## config.mk

```make
export PLATFORM = sky130hd
export DESIGN_NAME = intt_scheduler
export DESIGN_NICKNAME = d
export VERILOG_FILES = /design/src/rtl/intt_scheduler.sv
export SDC_FILE = /design/constraint.sdc
export NUM_CORES = 1
export LEC_CHECK = 0
export BUFFER_PORTS_ARGS = -buffer_cell sky130_fd_sc_hd__buf_2
export CORE_ASPECT_RATIO = 0.8
export CORE_MARGIN = 2
export CORE_UTILIZATION = 40
export DETAILED_ROUTE_END_ITERATION = 12
export PLACE_DENSITY_LB_ADDON = 0.25
export RECOVER_POWER = 100
export SETUP_SLACK_MARGIN = 0.3
export SLEW_MARGIN = 25
export SYNTH_ARGS = -nofsm -noshare
export SYNTH_HDL_FRONTEND = slang
export SYNTH_SLANG_ARGS = --single-unit
```

## constraint.sdc

```tcl
create_clock -name clk -period 5.1 [get_ports clk]
set_input_delay 0.255 -clock clk [delete_from_list [all_inputs] [get_ports clk]]
set_output_delay 0.255 -clock clk [all_outputs]
set_load 0.01 [all_outputs]
```

## src/rtl/intt_scheduler.sv

```systemverilog
// ---------------------------------------------------------------------------
// intt_scheduler
//
// Sequencer for a shared Kyber inverse-NTT datapath (one Gentleman-Sande
// butterfly, one Montgomery multiplier, one 256-entry dual-port RAM).
// A run issues 7 layers of 128 butterflies (len = 2..128). Each layer is
// followed by a BF_LAT-cycle drain so that its write-backs land before the
// next layer reads. After the last layer come 256 scaling operations by F
// and a MUL_LAT-cycle drain. A one-cycle done pulse ends the run.
//
// Ports
//   clk          in   rising-edge clock
//   rst          in   asynchronous reset, active-high
//   start_ntt    in   run request, sampled only while idle
//   busy         out  run in progress (cycle after start accepted .. done)
//   done_ntt     out  one-cycle completion pulse
//   op_valid     out  op_* fields carry an operation
//   op_ready     in   datapath accepts the op on op_valid & op_ready
//   op_scale     out  0 = butterfly, 1 = scaling op
//   addr_a       out  RAM index j (butterfly) / i (scale)
//   addr_b       out  RAM index j+len (butterfly), 0 for scale
//   zeta_idx     out  zetas[] index for the butterfly, 0 for scale
//   layer        out  current layer 0..6 (len = 2<<layer), 0 otherwise
//   scale_const  out  final scaling constant F (static)
// ---------------------------------------------------------------------------
module intt_scheduler #(
  parameter int N       = 256,
  parameter int Q       = 3329,
  parameter int F       = 3303,
  parameter int BF_LAT  = 4,
  parameter int MUL_LAT = 3
) (
  input  logic        clk,
  input  logic        rst,
  input  logic        start_ntt,
  output logic        busy,
  output logic        done_ntt,
  output logic        op_valid,
  input  logic        op_ready,
  output logic        op_scale,
  output logic [7:0]  addr_a,
  output logic [7:0]  addr_b,
  output logic [6:0]  zeta_idx,
  output logic [2:0]  layer,
  output logic [11:0] scale_const
);

  typedef enum logic [2:0] {
    S_IDLE,
    S_ISSUE,
    S_DRAIN,
    S_SCALE,
    S_SDRAIN,
    S_DONE
  } state_t;

  localparam logic [6:0] LAST_B     = 7'(N / 2 - 1);
  localparam logic [7:0] LAST_I     = 8'(N - 1);
  localparam logic [2:0] LAST_LAYER = 3'd6;
  localparam logic [3:0] BF_LAST    = 4'(BF_LAT - 1);
  localparam logic [3:0] MUL_LAST   = 4'(MUL_LAT - 1);
  // The datapath expects the constant already reduced into [0, Q).
  localparam int         F_RED      = F % Q;

  state_t     state_q, state_d;
  logic [2:0] layer_q, layer_d;
  logic [6:0] b_q, b_d;
  logic [7:0] i_q, i_d;
  logic [3:0] cnt_q, cnt_d;

  // Butterfly operand addressing derived from the in-layer butterfly count.
  logic [3:0] sh_grp;
  logic [3:0] sh_base;
  logic [7:0] bf_len;
  logic [6:0] bf_grp;
  logic [7:0] bf_off;
  logic [7:0] bf_addr_a;
  logic [7:0] bf_addr_b;
  logic [6:0] bf_zeta;

  always_comb begin
    sh_grp    = {1'b0, layer_q} + 4'd1;
    sh_base   = {1'b0, layer_q} + 4'd2;
    bf_len    = 8'd2 << layer_q;
    bf_grp    = b_q >> sh_grp;
    bf_off    = {1'b0, b_q} & (bf_len - 8'd1);
    bf_addr_a = ({1'b0, bf_grp} << sh_base) + bf_off;
    bf_addr_b = bf_addr_a + bf_len;
    // (128 >> layer) - 1 equals 127 >> layer; keeps the arithmetic 7 bits wide.
    // Zetas are consumed from 127 downwards, one per group.
    bf_zeta   = (7'd127 >> layer_q) - bf_grp;
  end

  always_ff @(posedge clk or posedge rst) begin
    if (rst) begin
      state_q <= S_IDLE;
      layer_q <= 3'd0;
      b_q     <= 7'd0;
      i_q     <= 8'd0;
      cnt_q   <= 4'd0;
    end else begin
      state_q <= state_d;
      layer_q <= layer_d;
      b_q     <= b_d;
      i_q     <= i_d;
      cnt_q   <= cnt_d;
    end
  end

  always_comb begin
    state_d  = state_q;
    layer_d  = layer_q;
    b_d      = b_q;
    i_d      = i_q;
    cnt_d    = cnt_q;
    busy     = 1'b0;
    done_ntt = 1'b0;
    op_valid = 1'b0;
    op_scale = 1'b0;
    addr_a   = 8'd0;
    addr_b   = 8'd0;
    zeta_idx = 7'd0;
    layer    = 3'd0;

    case (state_q)
      S_IDLE: begin
        if (start_ntt) begin
          state_d = S_ISSUE;
          layer_d = 3'd0;
          b_d     = 7'd0;
        end
      end

      S_ISSUE: begin
        busy     = 1'b1;
        op_valid = 1'b1;
        addr_a   = bf_addr_a;
        addr_b   = bf_addr_b;
        zeta_idx = bf_zeta;
        layer    = layer_q;
        // Counters only move on a handshake, so a stall holds every field.
        if (op_ready) begin
          if (b_q == LAST_B) begin
            state_d = S_DRAIN;
            cnt_d   = 4'd0;
          end else begin
            b_d = b_q + 7'd1;
          end
        end
      end

      S_DRAIN: begin
        // Hold off the next layer until the last butterfly has written back.
        busy  = 1'b1;
        layer = layer_q;
        if (cnt_q == BF_LAST) begin
          if (layer_q == LAST_LAYER) begin
            state_d = S_SCALE;
            i_d     = 8'd0;
          end else begin
            state_d = S_ISSUE;
            layer_d = layer_q + 3'd1;
            b_d     = 7'd0;
          end
        end else begin
          cnt_d = cnt_q + 4'd1;
        end
      end

      S_SCALE: begin
        busy     = 1'b1;
        op_valid = 1'b1;
        op_scale = 1'b1;
        addr_a   = i_q;
        if (op_ready) begin
          if (i_q == LAST_I) begin
            state_d = S_SDRAIN;
            cnt_d   = 4'd0;
          end else begin
            i_d = i_q + 8'd1;
          end
        end
      end

      S_SDRAIN: begin
        busy = 1'b1;
        if (cnt_q == MUL_LAST) begin
          state_d = S_DONE;
        end else begin
          cnt_d = cnt_q + 4'd1;
        end
      end

      S_DONE: begin
        // start_ntt is deliberately not looked at here; a new run needs IDLE.
        done_ntt = 1'b1;
        state_d  = S_IDLE;
      end

      default: begin
        state_d = S_IDLE;
      end
    endcase
  end

  assign scale_const = 12'(F_RED);

endmodule

```

==> results_dict.tcl, run 1 <==
set metrics [dict create \
    track_usage_pct 19.3 \
    synth_area_leaders "dfrtp_1 19%, ha_1 11%, nor2_1 4.1%, nand2_1 3.7%, o21ai_0 3.6%" \
    die_w_um 106 \
    min_path_type "in2async" \
    drt_pass1_iterations 5 \
    worst-path-buf-inv 3 \
    synth_ff_type "dfrtp_1" \
    end_kind "primary output" \
    critPathRequiredTime_ns 4.85 \
    setup_viol 0 \
    async_flop_share_pct 100 \
    drtIter0Drc 197 \
    worst_hold_slack_ns 0.192 \
    synth_top_area_cell "dfrtp_1" \
    peakVddDrop_mv 0.171 \
    r2r_cells 4 \
    cpMostUsedCell "ha_1" \
    run_status "complete, no violations" \
    crit_type "reg2out" \
    dr_total_vias 3134 \
    die_h_um 85.3 \
    drive_gt1_share_pct 15.2 \
    min_period_over_period_pct 90.4 \
    grt_max_degree 34 \
    final_nets 486 \
    clock_path_buffers 2 \
    dp_hpwl_mm 6.47 \
    ant_nets 0 \
    crit_chain "clkinvlp_4 > ha_1 > nor3_2 > ha_2 > inv_1 > fa_1 > nor2b_1 > o21ai_2 > a21oi_1 > a211oi_2 > xnor2_1 > ha_1 > nor4bb_1 > a311oi_1 > o211ai_1 > nand2b_1 > mux2i_1 > buf_2" \
    rr_startpoint "state_q[0]$_DFFE_PP0P_" \
    root_buffer "clkbuf_8" \
    gp_congestion 0.843 \
    io_pins 46 \
    fillers 832 \
    grt_pass1_vias 2927 \
    critPathTopFamily "adder cells" \
    synth.distinct_cells 70 \
    maxCapViolations 0 \
    reg2reg_to "b_q[5]$_DFFE_PP0P_" \
    die_area_um2 9010 \
    tightestPinTransition_ns 1.30 \
    setup_tns_ns 0 \
    avgSynthCellArea_um2 7.68 \
    synth_edf_count 0 \
    syn_area_um2 3300 \
    rsz0062_at_grt "false" \
    ys_warn_count 0 \
    core_um2 7980 \
    synth_most_common_cell "nor2_1" \
    power_density_nw_per_um2 429 \
    routedWlPerCell_um 15.4 \
    yosys.area.top_type_share_pct 18.9 \
    drt_wl_total_mm 8.58 \
    num_rows 29 \
    timing.clock.skew_ns 0.0160 \
    crit_slowest_cell "dfrtp_2" \
    synth_top_cells_by_count "36 x nor2_1, 33 x nand2_1, 30 x ha_1" \
    cp_max_fo 11 \
    max_stage_delay_ns 0.53 \
    worstSkewPairLatency_ns 0.29 \
    antenna_found_initial 0 \
    arrival_ns 4.35 \
    seq_area_frac_synth_pct 18.9 \
    drc 0 \
    cts_tree "built" \
    port_buffers 33 \
    grt_pass1_wl_mm 14.4 \
    cellLeakagePower_uw 0.00155 \
    synth_cells 430 \
    cts_sinks 25 \
    setup.reg_to_reg.worst_slack_ns 2.22 \
    max_freq_ghz 0.217 \
    h-tree-depth 1 \
    cts_made_buffers 3 \
    hold_buffers 0 \
    slew_violations 0 \
    ys_ff_latch 25 \
    period_needed_ns 4.61 \
    antenna_cells 0 \
    startpoint_type "register" \
    gr-total-overflow 0 \
    clkTransAtPathRegs_ns 0.11 \
    start_util_pct 41.4 \
    syn_to_final_growth_pct 8.86 \
    vias_per_cell 5.64 \
    slew_headroom_pct 13.3 \
    hold_viol_final 0 \
]
## registers in the layout (all words and copies together), names as in the netlist
signal   count
b_q          7
cnt_q        4
i_q          8
layer_q      3
state_q      3
## metrics by stage
step	cell area (µm²)	power, µW	setup slack [ns]	utilization (%)	std cells
2_1_floorplan	3340	1130	0.708	-	440
3_3_place_gp	3490	1400	0.786	43.7	549
3_5_place_dp	3490	1410	0.655	43.7	549
4_1_cts	3540	1550	0.329	44.3	553
5_1_grt	3600	1710	0.128	45.1	556
6_report	3600	1540	0.492	45.1	556
## cells by family after synthesis
group	share of synthesized area, %
adder cells (fa/ha/maj)	13.2
flip-flops	18.9
AND/OR/NAND/NOR	27.8
buffers and inverters	8.71
AO/OA/AOI/OAI	21.8
other	0.227
multiplexers	4.58
XOR/XNOR	4.77
## worst reg2reg max path: cells and delay by family (launching register included)
kind / cells / cell delay [ns]
AO/OA/AOI/OAI: 1 / 0.42
flip-flops: 1 / 0.71
AND/OR/NAND/NOR: 3 / 1.66
## layout make-up
class | count | area (µm²) | area share (%)
flip-flops and latches | 25 | 627 | 17.4
repair buffers | 42 | 218 | 6.05
clock buffers | 3 | 41.3 | 1.15
inverters | 23 | 90.1 | 2.50
multi-input cells | 354 | 2480 | 68.9
clock inverters | 1 | 8.76 | 0.243
well taps | 108 | 135 | 3.76
## layer usage
metal / wire length, µm / track usage [%] / share of wire (%) / up-vias
met4: 23 / 2.51 / 0.27 / 0
li1: - / - / - / 1555
met2: 3900 / 30.6 / 45 / 97
met5: 0 / 0 / 0 / -
met3: 471 / 2.69 / 5.5 / 2
met1: 4190 / 28.8 / 49 / 1480
## power breakdown
group | leakage, µW | switching [µW] | internal, µW | total (µW)
registers | 0.000334 | 87.6 | 248 | 335
clock network | 0.0000261 | 74.6 | 57.5 | 132
logic | 0.00119 | 657 | 421 | 1080
total | 0.00155 | 819 | 726 | 1540
## what timing repair did
action,in CTS,in global routing
setup endpoints to repair,0,3
setup buffers,0,3
resized for setup,0,20
## placed cells by master, fill, tap and decap left out, types with 13 or more instances in the layout
cell type / n
a21oi_1: 19
nand2_1: 32
ha_1: 26
nor3_1: 20
xnor2_1: 13
buf_2: 24
inv_1: 20
dfrtp_1: 24
o21ai_0: 24
nor2_1: 35
## worst max path at each step
stage / slack, ns / cells past startpoint / start / endpoint
floorplan: 0.71 / 22 / layer_q[0]$_DFFE_PP0P_ / addr_b[7]
global placement: 0.79 / 17 / layer_q[2]$_DFFE_PP0P_ / addr_b[7]
detailed placement: 0.66 / 17 / layer_q[2]$_DFFE_PP0P_ / addr_b[7]
CTS: 0.33 / 17 / layer_q[2]$_DFFE_PP0P_ / addr_b[7]
global route: 0.13 / 18 / layer_q[2]$_DFFE_PP0P_ / addr_b[7]
finish: 0.49 / 18 / layer_q[2]$_DFFE_PP0P_ / addr_b[7]
Note: power is estimated with default switching activity, not from simulation.
==> inputs of run 2 (changes only) <==
Settings changed: REMOVE_ABC_BUFFERS set to 1.
==> results_dict.tcl, run 2 (same netlist as run 1, synthesis figures left out) <==
set metrics [dict create \
    drt_wl_total_mm 8.47 \
    multiInputGateArea_um2 2440 \
    cellLeakagePower_uw 0.00149 \
    cpMostUsedCell "ha_1" \
    grt_pass1_wl_mm 13.4 \
    rsz0062_at_grt "false" \
    tightestPinTransition_ns 1.08 \
    drc 0 \
    antenna_cells 0 \
    timing.clock.skew_ns 0.00301 \
    h-tree-depth 1 \
    grtUsageMet3_pct 1.61 \
    slew_violations 0 \
    port_buffers 33 \
    peakVddDrop_mv 0.171 \
    slew_headroom_pct 28.3 \
    crit_slowest_cell "dfrtp_1" \
    max_freq_ghz 0.216 \
    final_common_cell "nor2_1" \
    antenna_found_initial 0 \
    clkTransAtPathRegs_ns 0.09 \
    die_w_um 106 \
    crit_type "reg2out" \
    drt_pass1_iterations 4 \
    period_needed_ns 4.64 \
    run_status "complete, no violations" \
    root_buffer "clkbuf_8" \
    cp_max_fo 23 \
    dr_total_vias 3098 \
    grt_pass1_vias 2796 \
    final_nets 484 \
    final_cell_mix "35 x nor2_1, 33 x nand2_1, 26 x ha_1" \
    use_met2_pct 29.0 \
    min_period_over_period_pct 90.9 \
    critPathRequiredTime_ns 4.85 \
    cts_tree "built" \
    ant_nets 0 \
    drtIter0Drc 138 \
    start_util_pct 41.4 \
    die_area_um2 9010 \
    cts_sinks 25 \
    startpoint_type "register" \
    hold_viol_final 0 \
    num_rows 29 \
    io_pins 46 \
    grt_use_met1_pct 26.6 \
    worst_hold_slack_ns 0.195 \
    min_path_type "in2async" \
    grt_max_degree 37 \
    cts_made_buffers 3 \
    largestRegisters "i_q: 8 flops, b_q: 7 flops, cnt_q: 4 flops" \
    setup_viol 0 \
    largest-register "i_q" \
    clock_path_buffers 2 \
    top_usage_layer "met2" \
    arrival_ns 4.38 \
    largest_register_ffs 8 \
    placed_cells 546 \
    vias_per_cell 5.59 \
    track_usage_pct 18.1 \
    end_kind "primary output" \
    fillers 810 \
    setup_tns_ns 0 \
    core_um2 7980 \
    gp_congestion 0.883 \
    routedWlPerCell_um 15.3 \
    layout.cells.non_filler 554 \
    crit_chain "buf_6 > ha_1 > nor2_2 > nand2_1 > nor3_1 > ha_1 > inv_1 > fa_1 > nor2b_1 > o21ai_2 > a21oi_1 > a211oi_1 > xnor2_1 > ha_2 > nor4bb_1 > a311oi_1 > o211ai_1 > nand2b_1 > mux2i_1 > buf_2" \
    syn_to_final_growth_pct 7.23 \
    worstSkewPairLatency_ns 0.27 \
    drive_gt1_share_pct 10.5 \
    max_stage_delay_ns 0.43 \
    dp_hpwl_mm 6.26 \
    power_density_nw_per_um2 431 \
    maxCapViolations 0 \
    gr-total-overflow 0 \
    die_h_um 85.3 \
    seq_area_um2 627 \
]
[run 2: cell count changes in the layout (fill, tap and decap cells not counted), sizes merged]
| cell | delta |
|---|---|
| buf | -11 |
| clkinvlp | +1 |
| clkinv | -1 |
| inv | -1 |
| clkbuf | +10 |
[run 2: per-layer routing]
layer	share of wire [%]	routed length (µm)
met5	0	0
met4	0.74	63
met2	45	3780
met1	50	4220
met3	4.8	405
[run 2: area by class of cell]
cell class	count	share of cell area (%)
timing repair buffer	40	5.58
multi-input combinational	354	69.0
inverter	23	2.65
sequential	25	17.7
tap	108	3.81
clock buffer	4	1.27
[run 2: path summary, 6_finish.rpt]
kind | to | slack (ns) | start | cells past startpoint
max | addr_b[7] | 0.46 | layer_q[1]$_DFFE_PP0P_ | 20
min | b_q[2]$_DFFE_PP0P_ | 0.19 | rst | 2
max reg2reg | b_q[5]$_DFFE_PP0P_ | 2.30 | state_q[0]$_DFFE_PP0P_ | 4
min reg2reg | i_q[7]$_DFFE_PP0P_ | 0.51 | i_q[7]$_DFFE_PP0P_ | 1
max in group asynchronous | layer_q[2]$_DFFE_PP0P_ | 4.25 | rst | 2
min in group clk | i_q[7]$_DFFE_PP0P_ | 0.51 | i_q[7]$_DFFE_PP0P_ | 1
[run 2: worst max-delay path, delay by kind of cell, from the launching register on]
kind / cells / cell delay, ns
fa+ha+maj: 4 / 1.33
flops: 1 / 0.43
xor+xnor: 1 / 0.14
simple gates: 6 / 0.85
buf+inv: 3 / 0.41
compound gates: 5 / 0.80
mux: 1 / 0.15
[run 2: per-stage QoR]
stage / power [µW] / utilization [%] / setup slack [ns] / area, µm²
global route: 1670 / 44.4 / 0.189 / 3540
floorplan: 1080 / - / 0.600 / 3140
finish: 1530 / 44.4 / 0.464 / 3540
global placement: 1390 / 43.4 / 0.712 / 3460
CTS: 1520 / 44.0 / 0.354 / 3510
detailed placement: 1390 / 43.4 / 0.629 / 3460
[run 2: what timing repair did]
item / CTS / global route
buffers inserted: 0 / 4
hold buffers: 0 / 0
endpoints found under the hold margin: 0 / 0
gates cloned: 0 / 0
gates resized for setup: 1 / 16
endpoints found under the setup margin: 1 / 3
pin swaps: 0 / 1
[run 2: report_power, final]
group          switching [µW]  leakage [µW]  total, µW  internal [µW]
Clock                    66.9     0.0000228        123           56.0
Combinational             630       0.00113       1040            412
Sequential                117      0.000334        364            247
Total                     813       0.00149       1530            715
==> inputs of run 3 (changes only) <==
Settings changed: PLACE_DENSITY set to 0.61, PLACE_DENSITY_LB_ADDON 0.25 to not set, SLEW_MARGIN 25 to not set.
==> results_dict.tcl, run 3 (same netlist as run 1, synthesis figures left out) <==
set metrics [dict create \
    drtIter0Drc 132 \
    end_kind "primary output" \
    peakVddDrop_mv 0.190 \
    largest-register "i_q" \
    seq_area_um2 626 \
    drt_pass1_iterations 5 \
    cts_sinks 25 \
    antenna_cells 0 \
    rsz0062_at_grt "false" \
    grt_pass1_wl_mm 13.8 \
    root_buffer "clkbuf_8" \
    grt_pass1_vias 2737 \
    io_pins 46 \
    gr-total-overflow 0 \
    power_density_nw_per_um2 434 \
    die_area_um2 9010 \
    r2r_cells 4 \
    h-tree-depth 1 \
    die_h_um 85.3 \
    multiInputGateArea_um2 2440 \
    period_needed_ns 4.56 \
    tightestPinTransition_ns 1.03 \
    gp_congestion 0.873 \
    reg2reg_to "b_q[5]$_DFFE_PP0P_" \
    run_status "complete, no violations" \
    die_w_um 106 \
    largestRegisters "i_q: 8 flops, b_q: 7 flops, cnt_q: 4 flops" \
    core_um2 7980 \
    hold_viol_final 0 \
    startpoint_type "register" \
    hold_buffers 0 \
    min_path_type "in2async" \
    cts_made_buffers 3 \
    slew_violations 0 \
    cp_max_fo 23 \
    num_rows 29 \
    drt_wl_total_mm 8.47 \
    grt_max_degree 30 \
    largest_register_ffs 8 \
    worst_hold_slack_ns 0.193 \
    syn_to_final_growth_pct 7.00 \
    maxCapViolations 0 \
    routedWlPerCell_um 15.3 \
    fillers 840 \
    final_nets 484 \
    clkTransAtPathRegs_ns 0.11 \
    setup_viol 0 \
    final_common_cell "nor2_1" \
    clock_path_buffers 2 \
    timing.clock.skew_ns 0.00646 \
    drive_gt1_share_pct 10.5 \
    critPathRequiredTime_ns 4.85 \
    crit_type "reg2out" \
    start_util_pct 41.4 \
    final_cell_mix "36 x nor2_1, 33 x nand2_1, 29 x ha_1" \
    port_buffers 33 \
    worstSkewPairLatency_ns 0.28 \
    arrival_ns 4.30 \
    max_freq_ghz 0.219 \
    cellLeakagePower_uw 0.00150 \
    min_period_over_period_pct 89.4 \
    track_usage_pct 18.6 \
    setup_tns_ns 0 \
    ant_nets 0 \
    dp_hpwl_mm 6.30 \
    total_power_uw 1530 \
    drc 0 \
    setup.reg_to_reg.worst_slack_ns 2.26 \
    vias_per_cell 5.67 \
    rr_startpoint "state_q[0]$_DFFE_PP0P_" \
    cts_tree "built" \
    dr_total_vias 3140 \
    antenna_found_initial 0 \
    slew_headroom_pct 30.7 \
]
[run 3: power by group]
group	switching, µW	internal [µW]
sequential	96.2	247
combinational	643	412
clock	76.8	57.5
total	816	717
[run 3: per-layer routing]
metal  GRT usage [%]  routed length (µm)  vias to the layer above
met5               0                   0                        -
met4            2.03                  34                        0
met3            2.46                 356                        4
met2            30.1                3850                       79
met1            27.4                4230                     1511
li1                -                   -                     1546
[run 3: how the worst max path moves through the flow]
stage,start,end,slack (ns)
finish,layer_q[1]$_DFFE_PP0P_,addr_b[7],0.54
global placement,layer_q[1]$_DFFE_PP0P_,addr_b[7],0.92
global route,layer_q[1]$_DFFE_PP0P_,addr_b[7],0.16
floorplan,layer_q[1]$_DFFE_PP0P_,addr_b[7],0.60
CTS,layer_q[2]$_DFFE_PP0P_,addr_b[7],0.42
detailed placement,layer_q[1]$_DFFE_PP0P_,addr_b[7],0.75
[run 3: area by class of cell]
class / instances / area share [%]
clock buffers: 3 / 1.17
clock inverters: 1 / 0.248
inverters: 23 / 2.55
multi-input cells: 354 / 68.9
flip-flops and latches: 25 / 17.7
well taps: 108 / 3.82
repair buffers: 40 / 5.63
[run 3: stage by stage]
stage	setup WS (ns)	instance area, µm²	util, %	cells
2_1_floorplan	0.600	3140	-	402
3_3_place_gp	0.917	3480	43.6	548
3_5_place_dp	0.753	3480	43.6	548
4_1_cts	0.425	3530	44.2	552
5_1_grt	0.163	3540	44.3	554
6_report	0.542	3540	44.3	554
[run 3: critical path, cell delays in order (launching register included)]
cell and delay [ns]:
dfrtp_1 0.42, buf_6 0.19, ha_1 0.29, nor2_1 0.19
nand2_1 0.10, nor3_1 0.19, ha_1 0.22, inv_1 0.06
fa_1 0.39, nor2b_1 0.18, o21ai_2 0.10, a21oi_1 0.15
a211oi_1 0.08, xnor2_1 0.15, ha_2 0.39, nor4bb_1 0.07
a311oi_1 0.22, o211ai_1 0.15, nand2b_1 0.16, mux2i_1 0.17
buf_2 0.15
[run 3: repair_timing]
action	CTS	global route
gates resized for setup	0	15
buffers inserted	0	2
setup endpoints to repair	0	3
